===== config.mk =====
export PLATFORM = sky130hd
export DESIGN_NAME = hazard_controller
export DESIGN_NICKNAME = d
export VERILOG_FILES = /design/src/rtl/cpu_types_pkg.sv /design/src/rtl/sat_counter.sv /design/src/rtl/hazard_controller.sv
export SDC_FILE = /design/constraint.sdc
export NUM_CORES = 1
export LEC_CHECK = 0
export CAP_MARGIN = 40
export CELL_PAD_IN_SITES_DETAIL_PLACEMENT = 0
export CELL_PAD_IN_SITES_GLOBAL_PLACEMENT = 1
export CORE_ASPECT_RATIO = 1.25
export CORE_MARGIN = 4
export CORE_UTILIZATION = 36
export CTS_CLUSTER_SIZE = 30
export DETAILED_ROUTE_END_ITERATION = 7
export PLACE_DENSITY = 0.92
export SYNTH_ARGS = -nofsm -noshare
export SYNTH_HDL_FRONTEND = slang
export SYNTH_HIERARCHICAL = 1
export SYNTH_SLANG_ARGS = --single-unit

===== constraint.sdc =====
create_clock -name CLK -period 4.7 [get_ports CLK]
set_clock_uncertainty 0.15 [all_clocks]
set_input_delay 1.41 -clock CLK [delete_from_list [all_inputs] [get_ports CLK]]
set_output_delay 1.41 -clock CLK [all_outputs]
set_load 0.02 [all_outputs]

===== src/rtl/cpu_types_pkg.sv =====
// Shared CPU types: register index, hazard-controller FSM states and the load-use hazard test.
package cpu_types_pkg;

    typedef logic [4:0] regbits_t;

    typedef enum logic [1:0] {
        RUN     = 2'd0,
        LDUSE   = 2'd1,
        MEMWAIT = 2'd2,
        HALT    = 2'd3
    } hz_state_t;

    // A load in EX feeds a register that ID reads; $zero never creates a dependency.
    function automatic logic lu_hazard(
        input logic     ex_dren,
        input regbits_t ex_dest,
        input regbits_t id_rs,
        input regbits_t id_rt,
        input logic     id_use_rt
    );
        return ex_dren && (ex_dest != '0) &&
               ((ex_dest == id_rs) || (id_use_rt && (ex_dest == id_rt)));
    endfunction

endpackage


===== src/rtl/sat_counter.sv =====
// Event counter that sticks at all-ones instead of wrapping.
module sat_counter #(
    parameter int W = 32
) (
    input  logic         clk,
    input  logic         rst,
    input  logic         inc,
    output logic [W-1:0] count
);

    always_ff @(posedge clk) begin
        if (rst) begin
            count <= '0;
        end else if (inc && (count != '1)) begin
            count <= count + 1'b1;
        end
    end

endmodule


===== src/rtl/hazard_controller.sv =====
// Pipeline sequencer for the 5-stage core: per-cycle advance/hold/flush of every latch and the PC,
// plus saturating stall and redirect counters.
module hazard_controller
    import cpu_types_pkg::*;
#(
    parameter int CNT_W  = 32,
    parameter int LU_CYC = 1
) (
    input  logic             CLK,
    input  logic             RST,
    input  logic             ihit,
    input  logic             dhit,
    input  logic             mem_dREN,
    input  logic             mem_dWEN,
    input  logic             ex_dREN,
    input  regbits_t         ex_dest,
    input  regbits_t         id_rs,
    input  regbits_t         id_rt,
    input  logic             id_useRt,
    input  logic             mem_brTaken,
    input  logic             mem_halt,
    output logic             pc_en,
    output logic             ifid_en,
    output logic             idex_en,
    output logic             exmem_en,
    output logic             memwb_en,
    output logic             ifid_flush,
    output logic             idex_flush,
    output logic             exmem_flush,
    output logic             halted,
    output logic [CNT_W-1:0] stall_cnt,
    output logic [CNT_W-1:0] flush_cnt
);

    // Remaining bubbles after the first one; zero means the LDUSE state is never entered.
    localparam logic [1:0] LU_INIT = 2'(LU_CYC - 1);

    hz_state_t  state, state_n;
    logic [1:0] lu_cnt, lu_cnt_n;
    logic       lu_hit, mem_wait, redirect, stall_inc;

    assign lu_hit   = lu_hazard(ex_dREN, ex_dest, id_rs, id_rt, id_useRt);
    assign mem_wait = (mem_dREN || mem_dWEN) && !dhit;
    assign halted   = (state == HALT);

    always_ff @(posedge CLK) begin
        if (RST) begin
            state  <= RUN;
            lu_cnt <= 2'd0;
        end else begin
            state  <= state_n;
            lu_cnt <= lu_cnt_n;
        end
    end

    always_comb begin
        state_n     = state;
        lu_cnt_n    = lu_cnt;
        pc_en       = 1'b1;
        ifid_en     = 1'b1;
        idex_en     = 1'b1;
        exmem_en    = 1'b1;
        memwb_en    = 1'b1;
        ifid_flush  = 1'b0;
        idex_flush  = 1'b0;
        exmem_flush = 1'b0;
        redirect    = 1'b0;

        if (RST) begin
            {pc_en, ifid_en, idex_en, exmem_en, memwb_en} = 5'b00000;
            {ifid_flush, idex_flush, exmem_flush}         = 3'b111;
        end else if (state == HALT) begin
            {pc_en, ifid_en, idex_en, exmem_en, memwb_en} = 5'b00000;
        end else if (mem_halt) begin
            {pc_en, ifid_en, idex_en, exmem_en, memwb_en} = 5'b00000;
            state_n = HALT;
        end else if (mem_wait) begin
            // A memory wait freezes everything; a pending bubble sequence resumes afterwards.
            {pc_en, ifid_en, idex_en, exmem_en, memwb_en} = 5'b00000;
            if (state != LDUSE) begin
                state_n = MEMWAIT;
            end
        end else if (mem_brTaken) begin
            {ifid_flush, idex_flush, exmem_flush} = 3'b111;
            redirect = 1'b1;
            state_n  = RUN;
            lu_cnt_n = 2'd0;
        end else if (state == LDUSE || lu_hit) begin
            pc_en      = 1'b0;
            ifid_en    = 1'b0;
            idex_flush = 1'b1;
            if (state == LDUSE) begin
                lu_cnt_n = (lu_cnt == 2'd0) ? 2'd0 : lu_cnt - 2'd1;
                state_n  = (lu_cnt_n == 2'd0) ? RUN : LDUSE;
            end else begin
                lu_cnt_n = LU_INIT;
                state_n  = (LU_INIT == 2'd0) ? RUN : LDUSE;
            end
        end else begin
            if (!ihit) begin
                pc_en      = 1'b0;
                ifid_flush = 1'b1;
            end
            state_n = RUN;
        end
    end

    assign stall_inc = !pc_en && !halted && !RST;

    sat_counter #(.W(CNT_W)) u_stall_cnt (
        .clk   (CLK),
        .rst   (RST),
        .inc   (stall_inc),
        .count (stall_cnt)
    );

    sat_counter #(.W(CNT_W)) u_flush_cnt (
        .clk   (CLK),
        .rst   (RST),
        .inc   (redirect),
        .count (flush_cnt)
    );

endmodule


==> results.json, run 1 <==
{
  "start_kind": "primary input",
  "drt-total-wl_um": 10700,
  "cpMaxStageDelayCell": "clkdlybuf4s50_1",
  "synthAdderAreaFrac": 0.00670,
  "synth.area.top_cells": "dfxtp_1, a21oi_1, or3_1",
  "cap_violations": 0,
  "regToRegEndpoint": "u_flush_cnt/count[31]$_SDFFE_PP0P_",
  "clk_pin_slew_ps": 50,
  "max-clock-path-buffers": 2,
  "cts_sinks": 68,
  "r2r_start": "state[0]$_SDFFE_PP0P_",
  "grtUsageTotal": 0.179,
  "initial_core_util": 0.370,
  "synth_cell_types": 59,
  "post-route-period-util": 0.984,
  "post_synth_and_or_nand_nor_area_fraction": 0.313,
  "final_nets": 585,
  "dp_slack_ps": -549,
  "relSlewSlack": 0.489,
  "worst_ep_arrival_time_ps": 3060,
  "io_pins": 98,
  "design_area_mm2": 0.00523,
  "drtAntennaViolNets": 0,
  "power_mw": 1.35,
  "synth_seq_area_share": 0.364,
  "rows": 41,
  "root_buffer": "clkbuf_16",
  "status": "finished, final reports clean",
  "crit_family": "buffers and inverters",
  "gp_congestion": 0.810,
  "synth_compound_area_frac": 0.202,
  "cp_num_cells": 8,
  "p_per_area_mw_per_mm2": 259,
  "yosys.area.top_type": "dfxtp_1",
  "layout_common_cells": "clkdlybuf4s50_1, dfxtp_1, a21oi_1, nand3_1, nor2_1",
  "p_int_mw": 1.04,
  "maxSlewViolCount": 0,
  "async_flop_share": 0,
  "final_core_util": 0.517,
  "synth_xor_area_frac": 0.0586,
  "rsz0062_at_grt": "true",
  "holdWs_ps": 350,
  "critical_path.max_fanout": 4,
  "p_sw_frac": 0.232,
  "drc_errors": 0,
  "final-hold-violation-count": 0,
  "grt_pass1_vias": 3887,
  "required_ps": 3140,
  "cp-startpoint": "id_rt[1]",
  "synth_warnings": 6,
  "via_per_inst": 5.72,
  "area_growth_pct": 40.0,
  "cts_tree": "built",
  "max_freq_ghz": 0.216,
  "synth_mux_area_frac": 0.0171,
  "reg2reg_depth": 12,
  "synthCells": 448,
  "cts_inserted_buffers": 9,
  "endpoint": "idex_flush",
  "dieArea_mm2": 0.0121,
  "hpwl_um": 7810,
  "synth_top_family_by_area": "simple AND/OR/NAND/NOR gates",
  "pwr-share-clk": 0.487,
  "worstHoldPathType": "register to register",
  "antenna_found_initial": 0,
  "synth-edff-count": 0,
  "worstPathCellList": "clkdlybuf4s50_1, xor2_1, nor4_1, nand3_1, a21oi_2, buf_4, o22a_2, buf_6",
  "path_class": "primary input to primary output",
  "power.switching_uw": 314,
  "synth-seq-cells": 68,
  "p_leak_nw": 1.72,
  "drt_iter0_drc": 158,
  "power_frac_comb": 0.080,
  "die_width_um": 99.1,
  "ir_drop_uv": 175,
  "seq_power_share": 0.433,
  "coreArea_mm2": 0.0101,
  "die_y_um": 122,
  "wl_per_cell_um": 15.5,
  "vias": 3952,
  "h-tree-depth": 3,
  "worst_pin_slew_ps": 766,
  "avgSynthCellArea_um2": 8.34,
  "end_kind": "primary output",
  "r2r_setup_slack_ps": 1830,
  "fin_ws_ps": 76.2,
  "clk_latency_ps": 330,
  "synth_top_area_frac": 0.364,
  "numPortBuffers": 97,
  "gr-total-overflow": 0,
  "path_buf_inv": 3,
  "final_common_cell": "clkdlybuf4s50_1",
  "grt_pass1_wl_um": 18200,
  "synth_ff_type": "dfxtp_1",
  "synthesis.area_mm2": 0.00373,
  "finalSetupViolCount": 0,
  "slowest_delay_ps": 410,
  "synth_fp_nets": 475,
  "first_pass_iters": 4,
  "layout-drive-gt1-share": 0.116,
  "grt_max_degree": 72,
  "fin_crit_ps": 4620,
  "diodes": 0,
  "place_area_mm2": 0.00492
}
sequential cells by signal, summed over array words and instances, names as in the netlist:
| name | cells |
|---|---|
| state | 2 |
| u_flush_cnt/count | 32 |
| u_stall_cnt/count | 32 |
| lu_cnt | 2 |
cells by family (layout without fill, tap and decap cells):
family          after synthesis  in the layout
simple gates                201            201
buf+inv                      30            144
xor+xnor                     25             25
flops                        68             68
compound gates              116            116
fa+ha+maj                     2              2
mux                           6              6
worst min-delay path by stage:
stage | start | end | slack (ps) | depth (start not counted)
final | u_flush_cnt/count[23]$_SDFFE_PP0P_ | u_flush_cnt/count[23]$_SDFFE_PP0P_ | 350 | 2
after global routing | u_flush_cnt/count[23]$_SDFFE_PP0P_ | u_flush_cnt/count[23]$_SDFFE_PP0P_ | 380 | 2
after CTS | u_flush_cnt/count[15]$_SDFFE_PP0P_ | u_flush_cnt/count[15]$_SDFFE_PP0P_ | 350 | 2
after detailed placement | u_flush_cnt/count[15]$_SDFFE_PP0P_ | u_flush_cnt/count[15]$_SDFFE_PP0P_ | 340 | 2
after global placement | u_flush_cnt/count[23]$_SDFFE_PP0P_ | u_flush_cnt/count[23]$_SDFFE_PP0P_ | 320 | 2
after floorplan | lu_cnt[0]$_SDFFE_PP0P_ | lu_cnt[0]$_SDFFE_PP0P_ | 350 | 2
repair_timing:
item,CTS,global route
hold buffers,0,0
setup endpoints to repair,6,4
setup buffers,1,1
pin swaps,3,0
gates resized for setup,27,4
power by group through the flow:
stage          clock network [mW]  logic (mW)  registers, mW
3_3_place_gp                    0       0.108          0.598
6_report                    0.660       0.108          0.586
5_1_grt                     0.700       0.117          0.586
2_1_floorplan                   0      0.0522          0.600
3_5_place_dp                    0       0.110          0.598
4_1_cts                     0.671       0.109          0.586
cell usage after synthesis, types with 10 or more instances:
library cell  count
a21oi_1          46
xor2_1           15
or4_1            15
o21ai_0          22
o31ai_1          15
xnor2_1          10
nor2_1           31
nand2_1          22
dfxtp_1          68
nand3_1          33
or3_1            28
clkbuf_1         12
nand4_1          16
through the flow:
| stage | setup TNS [ps] | instances |
|---|---|---|
| 3_5_place_dp | -2000 | 674 |
| 5_1_grt | -25.7 | 691 |
| 6_report | 0 | 691 |
| 2_1_floorplan | 0 | 448 |
| 4_1_cts | -0.276 | 690 |
| 3_3_place_gp | -1630 | 674 |
layer usage:
| layer | routed length (um) | vias up | track usage |
|---|---|---|---|
| met5 | 0 | - | 0 |
| met4 | 230 | 0 | 0.0675 |
| met3 | 565 | 23 | 0.0309 |
| met2 | 5430 | 136 | 0.320 |
| met1 | 4510 | 1871 | 0.214 |
| li1 | - | 1922 | - |
area by class of cell:
type	instances	area, um2
clock buffer	9	225
clock inverter	6	66.3
fill	931	4880
inverter	8	30.0
multi-input combinational	350	2240
sequential	68	1360
tap	129	161
timing repair buffer	121	1140
worst register-to-register path: cells and delay by family, from the launching register on:
kind / cells / cell delay (ps)
and+or+nand+nor: 7 / 1310
buffers and inverters: 3 / 390
AOI/OAI and AO/OA: 1 / 190
muxes: 1 / 370
DFF: 1 / 350
Note: power is estimated with default switching activity, not from simulation.
==> run 2, diff against run 1 <==
TNS_END_PERCENT = 20   (was default)
==> run 2 against run 1 <==
  * Hold slack better by 1.4 ps
  * Sequential cell count did not move
  * Global-route usage is the same
  * Register-to-register slack worse by 30 ps
  * Maximum frequency decreased by 0.81%
  * First-iteration DRC count grew 1.9%
  * Total power about the same
  * Combinational power about the same
  * Final cell count is 0.14% lower
  * Design area fell by 0.17%
  * Critical path depth unchanged
  * Sequential share of layout area hardly changed
  * Critical endpoint unchanged
  * Largest cell class unchanged
  * Highest routed layer unchanged
==> results.json, run 2 (same netlist as run 1, synthesis figures left out) <==
{
  "drc_errors": 0,
  "layout.cells.non_filler": 690,
  "p_leak_nw": 1.71,
  "clk_latency_ps": 330,
  "die_width_um": 99.1,
  "start_kind": "primary input",
  "cpMaxStageDelayCell": "clkdlybuf4s50_1",
  "cp_num_cells": 8,
  "via_per_inst": 5.67,
  "path_buf_inv": 3,
  "drtAntennaViolNets": 0,
  "max-clock-path-buffers": 2,
  "worst_pin_slew_ps": 761,
  "worst_ep_arrival_time_ps": 3100,
  "rows": 41,
  "worstPathCellList": "clkdlybuf4s50_1, xor2_1, nor4_1, nand3_1, a21oi_2, buf_4, o22a_2, buf_6",
  "final_core_util": 0.517,
  "max_freq_ghz": 0.215,
  "fin_crit_ps": 4660,
  "slowest_delay_ps": 470,
  "maxSlewViolCount": 0,
  "clk_pin_slew_ps": 60,
  "dp_slack_ps": -549,
  "hpwl_um": 7810,
  "grtUsageTotal": 0.179,
  "gr-total-overflow": 0,
  "cts_sinks": 68,
  "final-hold-violation-count": 0,
  "final_common_cell": "clkdlybuf4s50_1",
  "post-route-period-util": 0.992,
  "crit_family": "buffers and inverters",
  "drt_iter0_drc": 161,
  "antenna_found_initial": 0,
  "rsz0062_at_grt": "true",
  "root_buffer": "clkbuf_16",
  "grt_pass1_vias": 3887,
  "grt_pass1_wl_um": 18200,
  "dpl.cell_count": 674,
  "finalSetupViolCount": 0,
  "cts_inserted_buffers": 9,
  "path_class": "primary input to primary output",
  "cts_tree": "built",
  "numPortBuffers": 97,
  "final_nets": 584,
  "h-tree-depth": 3,
  "tns_ps": 0,
  "io_pins": 98,
  "vias": 3911,
  "end_kind": "primary output",
  "reg_top3": "u_flush_cnt/count: 32 flops, u_stall_cnt/count: 32 flops",
  "gp_congestion": 0.810,
  "ir_drop_uv": 176,
  "reg2reg_depth": 12,
  "worstHoldPathType": "register to register",
  "cts_hold_buf": 0,
  "p_per_area_mw_per_mm2": 260,
  "required_ps": 3140,
  "dieArea_mm2": 0.0121,
  "cap_violations": 0,
  "power_mw": 1.35,
  "layout-drive-gt1-share": 0.116,
  "place_area_mm2": 0.00492,
  "initial_core_util": 0.370,
  "status": "finished, final reports clean",
  "fin_ws_ps": 38.6,
  "drt-total-wl_um": 10800,
  "wl_per_cell_um": 15.6,
  "grt_max_degree": 72,
  "area_growth_pct": 39.8,
  "coreArea_mm2": 0.0101,
  "relSlewSlack": 0.492,
  "holdWs_ps": 351,
  "die_y_um": 122,
  "first_pass_iters": 4,
  "critical_path.max_fanout": 4,
  "design_area_mm2": 0.00522,
  "layout_common_cells": "clkdlybuf4s50_1, dfxtp_1, a21oi_1, nand3_1, nor2_1",
  "diodes": 0,
  "worstHoldPathCells": 2
}
[run 2: cell count changes in the layout (fill, tap and decap cells not counted)]
cell,change
buf_4,-1
clkdlybuf4s50_1,+1
o41ai_1,-1
dlymetal6s2s_1,-1
clkdlybuf4s15_2,-1
buf_2,+1
o41ai_2,+1
[run 2: path summary, 6_finish.rpt]
path,start,to,slack (ps)
worst max register to register,state[0]$_SDFFE_PP0P_,u_flush_cnt/count[31]$_SDFFE_PP0P_,1800
worst min register to register,u_stall_cnt/count[31]$_SDFFE_PP0P_,u_stall_cnt/count[31]$_SDFFE_PP0P_,350
worst max-delay path,ex_dest[3],idex_flush,40
worst min-delay path,u_stall_cnt/count[31]$_SDFFE_PP0P_,u_stall_cnt/count[31]$_SDFFE_PP0P_,350
[run 2: area by class of cell]
| cell class | count | area (um2) |
|---|---|---|
| fillers | 929 | 4890 |
| repair buffers | 120 | 1120 |
| clock inverters | 6 | 66.3 |
| clock buffers | 9 | 225 |
| multi-input cells | 350 | 2250 |
| well taps | 129 | 161 |
| flip-flops and latches | 68 | 1360 |
| inverters | 8 | 30.0 |
[run 2: per-layer routing]
layer	track usage	vias up	share of wire
li1	-	1918	-
met1	0.214	1860	0.43
met2	0.320	116	0.51
met3	0.0309	17	0.047
met4	0.0675	0	0.019
met5	0	-	0
[run 2: where the power goes]
group / switching [mW] / internal, mW
clock: 0.253 / 0.407
sequential: 0.00563 / 0.580
combinational: 0.0560 / 0.0525
total: 0.315 / 1.04
[run 2: worst reg2reg max path, stage by stage (launching register included)]
cell and delay, ps:
dfxtp_1 350, a21oi_1 190, nand2_1 180, nor2_1 220
nand2_1 140, buf_4 150, inv_1 60, nand4_1 180
nor4_2 250, buf_4 180, nand4_1 100, nor4_1 270
mux2_2 370
[run 2: repair_timing]
action | in CTS | in global routing
buffers inserted | 1 | 0
endpoints found under the setup margin | 6 | 3
gates resized for setup | 28 | 4
hold endpoints to repair | 0 | 0
pin swaps | 4 | 0
==> run 3, diff against run 2 <==
CTS_BUF_LIST = sky130_fd_sc_hd__clkbuf_4 sky130_fd_sc_hd__clkbuf_8 sky130_fd_sc_hd__clkbuf_16   (was default)
==> results of run 3 <==
The final DEF is identical to that of run 2; final timing and power are the same.
